`config.mk`:
```
export PLATFORM = sky130hd
export DESIGN_NAME = tristate_bus_arbiter
export DESIGN_NICKNAME = d
export VERILOG_FILES = /design/src/rtl/tristate_bus_arbiter.sv
export SDC_FILE = /design/constraint.sdc
export NUM_CORES = 1
export LEC_CHECK = 0
export CAP_MARGIN = 20
export CELL_PAD_IN_SITES_DETAIL_PLACEMENT = 1
export CELL_PAD_IN_SITES_GLOBAL_PLACEMENT = 2
export CORE_ASPECT_RATIO = 0.75
export CORE_MARGIN = 8
export CORE_UTILIZATION = 28
export DETAILED_ROUTE_END_ITERATION = 6
export GPL_ROUTABILITY_DRIVEN = 0
export PLACE_DENSITY = 0.81
export SETUP_SLACK_MARGIN = 0.05
export SYNTH_ARGS = -nofsm -noshare
export SYNTH_HDL_FRONTEND = slang
export SYNTH_SLANG_ARGS = --single-unit
```
`constraint.sdc`:
```
create_clock -name clk -period 2.3 [get_ports clk]
set_input_delay 0.23 -clock clk [delete_from_list [all_inputs] [get_ports clk]]
set_output_delay 0.23 -clock clk [all_outputs]
set_load 0.05 [all_outputs]
```
`src/rtl/tristate_bus_arbiter.sv`:
```
// Round-robin arbiter for a 4-source shared tristate bus.
// One-hot drive enables, break-before-make idle gap, registered capture of the bus.
module tristate_bus_arbiter #(
  parameter int unsigned WIDTH      = 4,
  parameter int unsigned GAP_CYCLES = 1
) (
  input  logic             clk,
  input  logic             rst,
  input  logic [3:0]       req,
  input  logic [WIDTH-1:0] bus_in,
  output logic [3:0]       en,
  output logic [3:0]       gnt,
  output logic [1:0]       sel,
  output logic [WIDTH-1:0] dout,
  output logic             dout_valid,
  output logic [1:0]       dout_src,
  output logic             busy
);

  localparam int unsigned NSRC = 4;
  localparam int unsigned CW   = 4;

  typedef enum logic [1:0] {IDLE, DRIVE, GAP} state_t;

  state_t           state, state_n;
  logic [1:0]       last, last_n;
  logic [1:0]       sel_n, dout_src_n;
  logic [1:0]       winner, idx;
  logic             found;
  logic [NSRC-1:0]  en_n;
  logic [CW-1:0]    gap_cnt, gap_n;
  logic [WIDTH-1:0] dout_n;
  logic             dout_valid_n;

  // First requesting source after the last winner, wrapping around
  always_comb begin
    winner = last;
    found  = 1'b0;
    idx    = last;
    for (int i = 1; i <= int'(NSRC); i++) begin
      idx = last + 2'(i);
      if (!found && req[idx]) begin
        winner = idx;
        found  = 1'b1;
      end
    end
  end

  always_comb begin
    state_n      = state;
    last_n       = last;
    sel_n        = sel;
    en_n         = en;
    dout_n       = dout;
    dout_src_n   = dout_src;
    dout_valid_n = 1'b0;
    gap_n        = gap_cnt;
    case (state)
      IDLE: begin
        if (found) begin
          en_n    = NSRC'(1) << winner;
          sel_n   = winner;
          last_n  = winner;
          state_n = DRIVE;
        end
      end
      DRIVE: begin
        dout_n       = bus_in;
        dout_src_n   = sel;
        dout_valid_n = 1'b1;
        en_n         = '0;
        gap_n        = CW'(GAP_CYCLES - 1);
        state_n      = GAP;
      end
      GAP: begin
        en_n = '0;
        if (gap_cnt == '0) begin
          state_n = IDLE;
        end else begin
          gap_n = gap_cnt - CW'(1);
        end
      end
      default: begin
        en_n    = '0;
        state_n = IDLE;
      end
    endcase
  end

  always_ff @(posedge clk) begin
    if (rst) begin
      state      <= IDLE;
      last       <= 2'd3;
      sel        <= '0;
      en         <= '0;
      gnt        <= '0;
      dout       <= '0;
      dout_src   <= '0;
      dout_valid <= 1'b0;
      gap_cnt    <= '0;
      busy       <= 1'b0;
    end else begin
      state      <= state_n;
      last       <= last_n;
      sel        <= sel_n;
      en         <= en_n;
      gnt        <= en_n;
      dout       <= dout_n;
      dout_src   <= dout_src_n;
      dout_valid <= dout_valid_n;
      gap_cnt    <= gap_n;
      busy       <= (state_n != IDLE);
    end
  end

endmodule

```
==> metrics <==
CP max stage delay=0.82 ns; CTS Hold Bufs=0; Post-synth EDFFs=0; via/cell ratio=4.753; clock latency on the worst-skew pair=0.26 ns; TritonCTS clock tree=built; setup tns final=0 ns; Slew Limit Fails=0; Port Buf Inserts=27; post-layout minimum cycle time=1.682 ns; fin crit share=73.14%; vias=827; Layout Skew=0.001555 ns; num ports=28; post-route antenna net violation count=0; area grow syn2layout=33.85%; Die Y=66.83 um; Critical Path Sink=gnt[2]; Final setup viols=0; root buffer selected by CTS=clkbuf_8; syn_area_per_cell=8.770 um^2; prevailing post-synth register cell=dfxtp_1; Num CTS Buffers=3; Hold Path Class=reg -> reg; total grt overflow=0; crit path DAT=1.45 ns; ranking of synthesized cells by area=dfxtp_1 (46%), nor2_1 (6.2%), nand2_1 (5.1%); final hold vios=0; share of the synthesized area in the top cell type=45.65%; Starting Density=29.34%; vias in the first global route=844; placed cells=171; Syn Nets=122; CP max-delay cell=clkdlybuf4s50_1; Post-synth top cells=dfxtp_1 (22), nor2_1 (16), nand2_1 (13); Hold Slack=0.4598 ns; synth unique cells=32; Slew HR=60.37%; Worst IR Drop VDD=0.2897 mV; Die ar.=0.005599 mm^2; Max Cap Viol=0; core box area=0.003288 mm^2; All-Layer GR Usage=8.912%; Critical Path Fanout Max=3; RR Endpoint=gap_cnt[3]; crit end category=output pin; worst reg-to-reg setup slack=0.85 ns; fillers=391; register bit total from synthesis=22; clk slew on worst S/H paths=0.07 ns; top-count cell post-synth=dfxtp_1; Power per Cell Area=736.9 mW/mm^2; antenna violations before repair=0; CP delay by family, top=buffers and inverters; Worst Setup Start Kind=flop; unrepaired setup endpoints after global routing=no; Post-CTS Setup Inserts=0; Total Wirelength=2.410 mm; share of cells above drive strength 1=9.701%; Place WS=0.5882 ns; first-pass GRT wire length=4.050 mm; WL/cell=13.85 um; Rows=18; share of the yosys chip area belonging to registers=45.65%; crit path kind=reg -> out; biggest area consumer among synthesized cells=dfxtp_1; Req. time, crit path=2.07 ns; crit-path cells=clkdlybuf4s50_1; synthesized area=964.7 um^2; die width=83.78 um; Iter 0 DRT Violations=28; Buf/Inv on CP=1; Final Non-Filler Cells=174; post-route DRC violation count=0; P_leak=0.4927 nW; post_cts resized=0; # diodes=0; Worst Reg2Reg Path Length in Cells=7; Synthesis Warnings=0; asr flop ratio synth=0%; post-route cell area=0.001291 mm^2; fmax=594.5 MHz; crit path from=gnt[2]; status=completed; CTS H-tree lvls=1; largest net degree at the start of global routing=12; worst flop-to-flop path startpoint=gap_cnt[0]; DP Wirelength=1.976 mm; number of clock sinks=22; dpl cell area=0.001250 mm^2; TritonRoute pass-1 iters=4; Post-Syn Instances=110; cell count along the critical path=1; post-route worst setup slack=0.6179 ns; Clock Tree Buf Depth=2; final net count=148; worst-margin pin slew=0.5923 ns
-- power breakdown --
| group | internal (W) | switching (W) |
|---|---|---|
| sequential | 0.000411 | 0.0000260 |
| combinational | 0.0000996 | 0.000182 |
| clock | 0.000117 | 0.000116 |
-- through the flow --
step / utilization (%) / total power (W)
floorplan: - / 0.0006372
CTS: 39.27 / 0.0009654
detailed placement: 38.01 / 0.0007309
finish: 39.27 / 0.0009516
global placement: 38.01 / 0.0007248
global route: 39.27 / 0.001005
-- logic make-up after synthesis --
logic type,after synthesis,share of synthesized area [%]
XOR/XNOR,2,1.816
AND/OR/NAND/NOR,41,20.49
multiplexers,1,1.038
adder cells (fa/ha/maj),2,2.594
AO/OA/AOI/OAI,27,20.88
flip-flops,22,45.65
buffers and inverters,15,7.522
-- metal layers --
metal / part of all wire (%) / GRT usage (%) / up-vias / routed length, um
met5: 0 / 0 / - / 0
met2: 46 / 14.51 / 14 / 1116
met4: 1.5 / 2.790 / 0 / 37
li1: - / - / 418 / -
met1: 46 / 10.19 / 388 / 1113
met3: 5.9 / 4.263 / 7 / 142
-- layout by cell type (no fill, tap or decap), types with 2 or more instances in the layout --
master / n
clkdlybuf4s50_1: 27
ha_1: 2
o21ai_2: 2
nor3_2: 2
nor3_1: 2
o21ai_1: 4
nand2b_1: 3
inv_1: 7
a32oi_1: 2
xnor2_1: 2
clkbuf_8: 3
a32o_1: 3
nand2_1: 13
dfxtp_1: 22
a21oi_1: 9
nor2_1: 16
-- state kept, by name (all words and copies together) (netlist names) --
signal / cells
gnt: 4
last: 2
dout_src: 2
dout: 4
gap_cnt: 4
dout_valid: 1
sel: 2
state: 2
busy: 1
-- worst min-delay path by stage --
stage,start,end,slack [ns],depth (start not counted)
global route,dout[0],dout[0],0.48,2
finish,dout_src[1],dout_src[1],0.46,2
CTS,dout[1],dout[1],0.47,2
floorplan,req[1],state[0],0.36,2
detailed placement,dout[1],dout[1],0.46,2
global placement,dout[1],dout[1],0.44,2
-- final cells by class --
cell class / instances / area (um^2) / area share, %
Timing Repair Buffer: 28 / 277.8 / 21.51
Multi-Input combinational cell: 73 / 451.7 / 34.98
Clock buffer: 3 / 41.29 / 3.198
Inverter: 8 / 30.03 / 2.326
Sequential cell: 22 / 440.4 / 34.11
Tap cell: 40 / 50.05 / 3.876
Note: power is estimated with default switching activity, not from simulation.
